## config.mk

```make
export PLATFORM = sky130hd
export DESIGN_NAME = kmp_ff_gen
export DESIGN_NICKNAME = d
export VERILOG_FILES = /design/src/rtl/kmp_ff_gen_pkg.sv /design/src/rtl/kmp_ff_gen.sv
export SDC_FILE = /design/constraint.sdc
export NUM_CORES = 1
export LEC_CHECK = 0
export CAP_MARGIN = 20
export CORE_UTILIZATION = 45
export DETAILED_ROUTE_END_ITERATION = 8
export GPL_TIMING_DRIVEN = 1
export PLACE_DENSITY = 0.79
export SKIP_LAST_GASP = 1
export SLEW_MARGIN = 15
export SYNTH_ARGS = -nofsm -noshare
export SYNTH_HDL_FRONTEND = slang
export SYNTH_SLANG_ARGS = --single-unit
```

## constraint.sdc

```tcl
create_clock -name clk -period 7 [get_ports clk]
set_clock_uncertainty 0.05 [all_clocks]
set_input_delay 0.7 -clock clk [delete_from_list [all_inputs] [get_ports clk]]
set_output_delay 0.7 -clock clk [all_outputs]
set_load 0.02 [all_outputs]
```

## src/rtl/kmp_ff_gen_pkg.sv

```systemverilog
// Shared constants and state encoding for the KMP failure-table generator.
// The top level and its testbench both import this package.
package kmp_ff_gen_pkg;

  localparam int MAX_PATTERN = 8;
  localparam int BYTE        = 8;
  localparam int MAX_PAT_ADD = 4;
  localparam int IDX_W       = $clog2(MAX_PATTERN);

  typedef enum logic [3:0] {
    IDLE = 4'b0001,
    INIT = 4'b0010,
    COMP = 4'b0100,
    DONE = 4'b1000
  } state_t;

  // Lengths beyond the table are truncated to the last storable byte.
  function automatic logic [MAX_PAT_ADD-1:0] clampLast(input logic [MAX_PAT_ADD-1:0] last);
    if (last > MAX_PAT_ADD'(MAX_PATTERN - 1))
      return MAX_PAT_ADD'(MAX_PATTERN - 1);
    return last;
  endfunction

endpackage

```

## src/rtl/kmp_ff_gen.sv

```systemverilog
// Builds the KMP failure table for one latched pattern, one comparison step per
// cycle, and holds it for the PE array under the input_valid/output_valid handshake.
module kmp_ff_gen
  import kmp_ff_gen_pkg::*;
(
  input  logic                             clk,
  input  logic                             reset,
  input  logic [MAX_PATTERN*BYTE-1:0]      pat_input,
  input  logic [MAX_PAT_ADD-1:0]           pat_last_idx,
  input  logic                             input_valid,
  output logic                             output_valid,
  output logic [MAX_PAT_ADD*MAX_PATTERN-1:0] ff_result
);

  state_t                 r_state;
  logic                   r_valid;
  logic [BYTE-1:0]        r_pat [MAX_PATTERN];
  logic [MAX_PAT_ADD-1:0] r_ff  [MAX_PATTERN];
  logic [MAX_PAT_ADD-1:0] r_i;
  logic [MAX_PAT_ADD-1:0] r_k;
  logic [MAX_PAT_ADD-1:0] r_last;

  logic [IDX_W-1:0]       w_iIdx;
  logic [IDX_W-1:0]       w_kIdx;
  logic [IDX_W-1:0]       w_kPrev;
  logic                   w_match;
  logic                   w_kZero;
  logic                   w_writeLast;
  logic [MAX_PAT_ADD-1:0] w_clampLast;

  // i and k never exceed MAX_PATTERN-1 while a step is taken, so the low bits index safely.
  assign w_iIdx      = r_i[IDX_W-1:0];
  assign w_kIdx      = r_k[IDX_W-1:0];
  assign w_kPrev     = IDX_W'(r_k - MAX_PAT_ADD'(1));
  assign w_match     = (r_pat[w_iIdx] == r_pat[w_kIdx]);
  assign w_kZero     = (r_k == '0);
  assign w_writeLast = (w_match || w_kZero) && (r_i == r_last);
  assign w_clampLast = clampLast(pat_last_idx);

  always_ff @(posedge clk) begin
    if (reset) begin
      r_state <= IDLE;
      r_valid <= 1'b0;
    end else begin
      case (r_state)
        IDLE: begin
          r_valid <= 1'b0;
          if (input_valid) r_state <= INIT;
        end
        INIT: begin
          if (!input_valid) begin
            r_state <= IDLE;
          end else if (w_clampLast == '0) begin
            r_state <= DONE;
            r_valid <= 1'b1;
          end else begin
            r_state <= COMP;
          end
        end
        COMP: begin
          if (!input_valid) begin
            r_state <= IDLE;
          end else if (w_writeLast) begin
            r_state <= DONE;
            r_valid <= 1'b1;
          end
        end
        DONE: begin
          if (!input_valid) begin
            r_state <= IDLE;
            r_valid <= 1'b0;
          end
        end
        default: begin
          r_state <= IDLE;
          r_valid <= 1'b0;
        end
      endcase
    end
  end

  always_ff @(posedge clk) begin
    if (reset) begin
      for (int j = 0; j < MAX_PATTERN; j++) begin
        r_pat[j] <= '0;
        r_ff[j]  <= '0;
      end
      r_i    <= '0;
      r_k    <= '0;
      r_last <= '0;
    end else if (input_valid && r_state == INIT) begin
      for (int j = 0; j < MAX_PATTERN; j++) begin
        r_pat[j] <= pat_input[j*BYTE +: BYTE];
        r_ff[j]  <= '0;
      end
      r_last <= w_clampLast;
      r_i    <= MAX_PAT_ADD'(1);
      r_k    <= '0;
    end else if (input_valid && r_state == COMP) begin
      // A mismatch with k>0 only retreats k; i stays put until a write happens.
      if (w_match) begin
        r_ff[w_iIdx] <= r_k + MAX_PAT_ADD'(1);
        r_k          <= r_k + MAX_PAT_ADD'(1);
        r_i          <= r_i + MAX_PAT_ADD'(1);
      end else if (!w_kZero) begin
        r_k <= r_ff[w_kPrev];
      end else begin
        r_ff[w_iIdx] <= '0;
        r_i          <= r_i + MAX_PAT_ADD'(1);
      end
    end
  end

  assign output_valid = r_valid;

  for (genvar g = 0; g < MAX_PATTERN; g++) begin : g_pack
    assign ff_result[g*MAX_PAT_ADD +: MAX_PAT_ADD] = r_ff[g];
  end

endmodule

```

After elaboration in Yosys (flattened, before gate mapping)
Memories as Yosys holds them, arrays and structs flattened. A register that Yosys moved wholly into a read port is not among the register bits. Cells that the tools add are included.

Eq/ne operators: 14. Add/sub/neg operators: 3. Reductions and logical operators: 16. Muxes and demuxes: 60. Div/mod/pow operators: 0. Bitwise operators: 17. Shift operators: 0. Multipliers: 0. Order comparisons: 1.

Operator list (count): two-way mux 4 bit (22); two-way mux 8 bit (8); two-way mux 1 bit (25); OR 1 bit (17); case mux 4 bit (4 select lines) (1); inequality test 2 bit (second input constant) (7); two-way mux 3 bit (3); adder 4 x 1 -> 4 bit (second input constant) (2); equality test 8 bit (1); zero test 4 bit (2); AND reduction 2 bit (3); AND reduction 5 bit (1); equality test 4 x 1 -> 1 bit (second input constant) (1); equality test 4 x 2 -> 1 bit (second input constant) (1); equality test 4 x 3 -> 1 bit (second input constant) (1); equality test 4 bit (1); equality test 4 bit (second input constant) (1); greater-than comparator 4 x 3 -> 1 bit (second input constant) (1); nonzero test 2 bit (2); OR reduction 4 bit (1); logical AND 1 bit (3); inequality test 3 bit (second input constant) (1); case mux 1 bit (3 select lines) (1); AND reduction 3 bit (1); other kinds (4) (4).

Bits in read-only memories: 0. RAM bits: 96. Word-level logic and storage cells: 119. Output and inout bits: 33. Latch bits: 0. Memories: 2. Input bits: 71. Bits in registers: 17.

Memory list: r_pat (words 8, bits a word 8, rd ports 2, clocked after memory_dff 1, write ports 8, line kmp_ff_gen.sv:17) `logic [BYTE-1:0] r_pat [MAX_PATTERN];`; r_ff (words 8, bits a word 4, rd ports 9, clocked after memory_dff 0, write ports 8, line kmp_ff_gen.sv:18) `logic [MAX_PAT_ADD-1:0] r_ff [MAX_PATTERN];`.

Logic depth before layout (Yosys ltp)
Gate-level depths: netlist of run 1.

Depth in word-level cells: 10. Depth in mapped cells: 12. Depth with buffers taken out: 9.

Worst setup path after synthesis of run 1
No wires, ideal clock.

Kind: input-to-reg. Start: in input_valid. End: reg with a tool-made name. Buffers on the path: 2. Cell stages on the path: 7. Arrival time: 3.243 ns. Slack: 3.503 ns. Library setup time: 0.205 ns. Required time: 6.745 ns. Cells stage by stage: clkbuf_1 > nand2_1 > nor4_1 > clkbuf_1 > nor2_1 > inv_1 > o31ai_1.

RTL lines: start, declared (line kmp_ff_gen.sv:10) `input logic input_valid,`.

==> summary.txt, run 1 <==
outcome - finished clean
CP max-delay cell - dfxtp_1
DR WL met3 - 896 um
Power Total - 0.001774 W
relative slew slack - 34.09%
GRT overflow - 0
vias in the first global route - 4,383
Core Box Area - 0.01319 mm^2
final critical-path share of the clock period - 59.33%
worst path cell trace - clkinv_1 > mux4_2 > o21ai_1 > nor3b_2 > o2111ai_2 > nor2_1 > nand4_1 > nor2_1
Post-CTS Hold Buffers - 0
Syn Area/Cell - 12.49 um^2
WL final - 13,780 um
Crit. Startpoint - r_i[0]
fin nets - 653
Slew Viols, Final - 0
Initial Utilization - 46.11%
Vias - 4,358
DRT iter0 DRCs - 355
I/O pins - 104
vias per inst - 5.682
IO Port Bufs - 103
routed length per placed instance - 17.97 um
register bit total from synthesis - 116
Reg2Reg Setup Slack - 2.85 ns
arrival time worst endpoint - 4.35 ns
Setup Fix Bufs, Post-CTS - 0
largest delay contributor family on the critical path - simple AND/OR/NAND/NOR gates
Hold Slack - 0.4241 ns
slowest stage delay, CP - 0.87 ns
final setup vio count - 0
most common cell after layout, fill and taps aside - clkdlybuf4s50_1
yosys warns - 0
Met1 Routed Length - 5613 um
WP data required - 7.20 ns
Area Growth Syn to Fin - 28.37%
CP Capture Type - flop
Chip Width - 118.3 um
largest net degree at the start of global routing - 49
routed wl met2 - 7091 um
fillers - 995
RR Endpoint - r_ff[3][0]
Max VDD drop - 127.9 uV
post-route ant nets - 0
RSZ-0062 raised after global routing - false
sequential cell area fraction in the yosys report - 53.98%
die height - 118.3 um
kind of critical path - reg -> reg
asr flop ratio synth - 0%
Worst Path Buf+Inv - 1
Max-Cap Viols - 0
Worst R2R Path Depth - 8
most frequent CP cell - nor2_1
DRT Pass-1 Iters - 5
Inserted Clock Buffers - 17
post-synthesis cell count - 487
Worst Hold End - r_last[3]
clk root buf - clkbuf_16
startpoint types - flop
post-cts resize count - 0
Seq. cell area - 0.003283 mm^2
Reg clk slew, reported paths - 0.05 ns
worst min path class - reg -> reg
Synth top area share - 47.40%
area of the multi-input gates - 0.002592 mm^2
Post-synth EDFFs - 96
CTS HTree Levels - 4
minimum clock period - 4.153 ns
clock sinks - 116
most frequent cells in the layout - clkdlybuf4s50_1 (103), edfxtp_1 (96), and2_1 (51), nor2_1 (49), mux4_2 (31)
RR Startpoint - r_i[0]
highest routed metal layer - met4
Total GRT Usage - 20.62%
Placer Congestion - 0.9132
pwr dens - 227.3 mW/mm^2
Hold Violations, Final - 0
share of layout cells above drive strength 1 - 13.37%
first-pass GRT wire length - 22,190 um
Max Root-Sink Buffers - 2
predominant post-synthesis flop cell - edfxtp_1
initial antenna violation count - 0
fmax - 240.8 MHz
Hold Startpoint - r_last[3]
row cnt - 42
diodes inserted - 0
setup TNS - 0 ns
Synth Cell Area - 0.006082 mm^2
Pleak - 2.692 nW
synth unique cells - 54
syn_nets - 562
Post-DP HPWL - 9321 um
Worst Hold Depth - 1
die area - 0.01398 mm^2
CP max FO - 26
TritonCTS clock tree - yes
measured slew at the worst slew-check pin - 0.9874 ns
top cell type by total area after synthesis - edfxtp_1
synth top area cells - edfxtp_1 (47%), mux4_2 (11%), dfxtp_1 (6.6%)
Skew-Pair Late Insertion Delay - 0.41 ns
DRC - 0
per-layer routing:
metal / vias up / track usage [%]
li1: 2004 / -
met1: 2137 / 24.60
met2: 199 / 36.62
met3: 18 / 4.199
met4: 0 / 7.612
met5: - / 0
stage by stage:
stage | instance area (um^2) | setup WS [ns] | instances | util (%)
finish | 7807 | 2.847 | 767 | 59.19
CTS | 7807 | 2.928 | 767 | 59.19
global placement | 7213 | 3.154 | 735 | 54.69
global route | 7807 | 2.542 | 767 | 59.19
detailed placement | 7213 | 2.944 | 735 | 54.69
floorplan | 6082 | 3.503 | 487 | -
sequential cells by signal, indices dropped and copies added, names as in the netlist, named ones only:
signal,flops
r_last,4
output_valid,1
r_state,4
r_i,4
r_ff,32
r_pat,64
r_k,4
area by class of cell:
class / count / area share [%]
clock buffer: 22 / 5.946
clock inverter: 10 / 1.667
inverter: 9 / 0.4327
multi-input combinational: 324 / 33.21
sequential: 116 / 42.05
tap: 176 / 2.821
timing repair buffer: 110 / 13.88
worst max-delay path by stage:
stage,to,slack [ns],cells past startpoint
after floorplan,flop,3.50,7
after global placement,r_ff[6][2],3.15,8
after detailed placement,r_ff[2][2],2.94,8
after CTS,r_ff[4][1],2.93,8
after global routing,r_ff[4][2],2.54,8
final,r_ff[3][0],2.85,8
cell families (layout without fill, tap and decap cells):
logic type / after synthesis / in the layout / synth area share, %
buf+inv: 47 / 151 / 3.436
flops: 116 / 116 / 53.98
mux: 59 / 59 / 16.23
simple gates: 183 / 183 / 16.27
fa+ha+maj: 4 / 4 / 0.8229
compound gates: 64 / 64 / 7.241
xor+xnor: 14 / 14 / 2.016
Yosys cell counts, types with 4 or more instances:
library cell	number
a211oi_1	5
a21oi_1	7
and2_1	51
buf_2	11
clkbuf_1	21
dfxtp_1	20
edfxtp_1	96
ha_1	4
inv_1	8
mux2_2	6
mux2i_1	21
mux4_2	31
nand2_1	14
nand2b_1	8
nand3_1	10
nor2_1	49
nor2b_1	20
nor3_1	6
nor4_1	6
o21ai_0	16
o31ai_1	13
xnor2_1	5
xor2_1	9
power by group:
group	internal (W)	switching (W)
registers	0.000773	0.0000171
logic	0.0000689	0.0000491
clock network	0.000574	0.000293
total	0.00142	0.000359
No activity file was read; power rests on OpenSTA's default activity.
==> run 2: changes to the inputs <==
==> constraint.sdc (replaced) <==
create_clock -name clk -period 3.85 [get_ports clk]
set_clock_uncertainty 0.05 [all_clocks]
set_input_delay 0.385 -clock clk [delete_from_list [all_inputs] [get_ports clk]]
set_output_delay 0.385 -clock clk [all_outputs]
set_load 0.02 [all_outputs]
==> run 2 against run 1 <==
Global-route usage decreased by 0.41 points. Non-clock buffer count increased by 13. Clock power grew 76%. Power increased by 79%. Cell area rose by 1.5%. Via count is 0.67% lower. Final cell count increased by 1.7%. Die area unchanged. Flip-flop and latch count unchanged. Worst hold slack better by 0.038 ns. Utilization is 0.88 points higher. Combinational power rose by 85%.
==> summary.txt, run 2 (synthesis results as in run 1) <==
outcome - finished clean
most common cell after layout, fill and taps aside - clkdlybuf4s50_1
Hold Violations, Final - 0 (unchanged)
Vias - 4,329 (-0.67%)
routed length per placed instance - 17.17 um (-4.4%)
largest delay contributor family on the critical path - compound AO/OA/AOI/OAI gates
pwr dens - 401.4 mW/mm^2 (+77%)
diodes inserted - 0 (unchanged)
Max VDD drop - 231.5 uV (+81%)
post-route ant nets - 0 (unchanged)
first-pass GRT wire length - 21,710 um (-2.1%)
fin nets - 666 (+2.0%)
startpoint types - flop
DRC - 0 (unchanged)
Core Box Area - 0.01319 mm^2 (unchanged)
biggest regs - r_pat: 64 flops, r_ff: 32 flops
fillers - 989 (-0.60%)
CTS HTree Levels - 4 (unchanged)
row cnt - 42 (unchanged)
CP Capture Type - flop
slowest stage delay, CP - 0.64 ns (-0.23 ns)
final critical-path share of the clock period - 89.00% (+30 points)
Hold Startpoint - r_i[3]
largest reg by FF count - r_pat
RR Startpoint - r_i[1]
vias per inst - 5.550 (-2.3%)
Total GRT Usage - 20.21% (-0.41 points)
Post-DP HPWL - 9573 um (+2.7%)
CP max-delay cell - o31ai_1
Max Root-Sink Buffers - 2 (unchanged)
Reg clk slew, reported paths - 0.06 ns (about the same)
area of the multi-input gates - 0.002595 mm^2 (about the same)
final setup vio count - 0 (unchanged)
Inserted Clock Buffers - 17 (unchanged)
vias in the first global route - 4,403 (+0.46%)
die height - 118.3 um (unchanged)
DRT Pass-1 Iters - 4 (-1)
Chip Width - 118.3 um (unchanged)
clock sinks - 116 (unchanged)
Area Growth Syn to Fin - 30.28%
Slew Viols, Final - 0 (unchanged)
TritonCTS clock tree - yes
most frequent cells in the layout - clkdlybuf4s50_1 (103), edfxtp_1 (96), and2_1 (51), nor2_1 (48), mux4_2 (31)
Placer Congestion - 0.8607 (-5.7%)
Pleak - 2.746 nW (+2.0%)
RSZ-0062 raised after global routing - false
setup TNS - 0 ns (unchanged)
Max-Cap Viols - 0 (unchanged)
share of layout cells above drive strength 1 - 16.06% (+2.7 points)
WP data required - 3.83 ns (-3.37 ns)
I/O pins - 104 (unchanged)
minimum clock period - 3.426 ns (-0.7267 ns)
GRT overflow - 0 (unchanged)
measured slew at the worst slew-check pin - 0.7054 ns (-0.2819 ns)
kind of critical path - reg -> reg
WL final - 13,390 um (-2.8%)
largest net degree at the start of global routing - 50 (+2.0%)
Core Util, Final - 60.07% (+0.88 points)
Worst Path Buf+Inv - 0 (-1)
worst path cell trace - mux4_2 > mux2i_1 > xor2_1 > nor3b_2 > o2111ai_2 > o21a_1 > o31ai_1
Largest register FFs - 64 (unchanged)
die area - 0.01398 mm^2 (unchanged)
Crit. Startpoint - r_i[1]
IO Port Bufs - 103 (unchanged)
initial antenna violation count - 0 (unchanged)
fmax - 291.8 MHz (+21%)
Initial Utilization - 46.11% (unchanged)
Setup Fix Bufs, Post-CTS - 0 (unchanged)
CP max FO - 17 (-35%)
worst min path class - reg -> reg
arrival time worst endpoint - 3.41 ns (-0.94 ns)
Skew-Pair Late Insertion Delay - 0.40 ns (about the same)
DRT iter0 DRCs - 290 (-18%)
relative slew slack - 52.92% (+19 points)
Seq. cell area - 0.003284 mm^2 (about the same)
clk root buf - clkbuf_16
[run 2: through the flow]
stage | setup slack, ns | power (W) | hold slack [ns] | instances | instance area [um^2]
2_1_floorplan | 0.6676 | 0.001548 | 0.4001 | 487 | 6082
3_3_place_gp | 0.3891 | 0.001666 | 0.4176 | 748 | 7336
3_5_place_dp | 0.2330 | 0.001676 | 0.4408 | 748 | 7336
4_1_cts | 0.1411 | 0.003196 | 0.4539 | 780 | 7920
5_1_grt | 0.1839 | 0.003284 | 0.4681 | 780 | 7924
6_report | 0.4236 | 0.003181 | 0.4623 | 780 | 7924
[run 2: path summary, 6_finish.rpt]
| check | slack (ns) | cells past startpoint | endpoint |
|---|---|---|---|
| min reg2reg | 0.46 | 2 | r_i[3] |
| min | 0.46 | 2 | r_i[3] |
| max reg2reg | 0.42 | 7 | r_ff[1][1] |
| max | 0.42 | 7 | r_ff[1][1] |
[run 2: where the power goes]
part | switching (W) | leakage [nW] | internal, W
registers | 0.0000299 | 1.16 | 0.00140
logic | 0.0000887 | 1.32 | 0.000129
clock network | 0.000575 | 0.268 | 0.000954
[run 2: timing repair]
| action | CTS | global route |
|---|---|---|
| gates resized for setup | 0 | 1 |
| endpoints found under the setup margin | 0 | 26 |
| hold buffers | 0 | 0 |
[run 2: worst register-to-register path, stage by stage, from the launching register on]
cell and delay, ns:
dfxtp_2 0.61, mux4_2 0.58, mux2i_1 0.22, xor2_1 0.12, nor3b_2 0.21, o2111ai_2 0.20, o21a_1 0.44, o31ai_1 0.64
[run 2: area by class of cell]
| class | instances | area share [%] |
|---|---|---|
| multi-input combinational | 324 | 32.75 |
| clock inverter | 15 | 2.005 |
| timing repair buffer | 123 | 15.22 |
| sequential | 116 | 41.45 |
| tap | 176 | 2.779 |
| clock buffer | 17 | 5.369 |
| inverter | 9 | 0.4263 |
[run 2: metal layers]
| layer | routed length (um) | GRT usage (%) | up-vias |
|---|---|---|---|
| met5 | 0 | 0 | - |
| li1 | - | - | 2026 |
| met4 | 257 | 6.971 | 0 |
| met3 | 835 | 5.261 | 28 |
| met1 | 5447 | 24.14 | 2077 |
| met2 | 6852 | 35.22 | 198 |
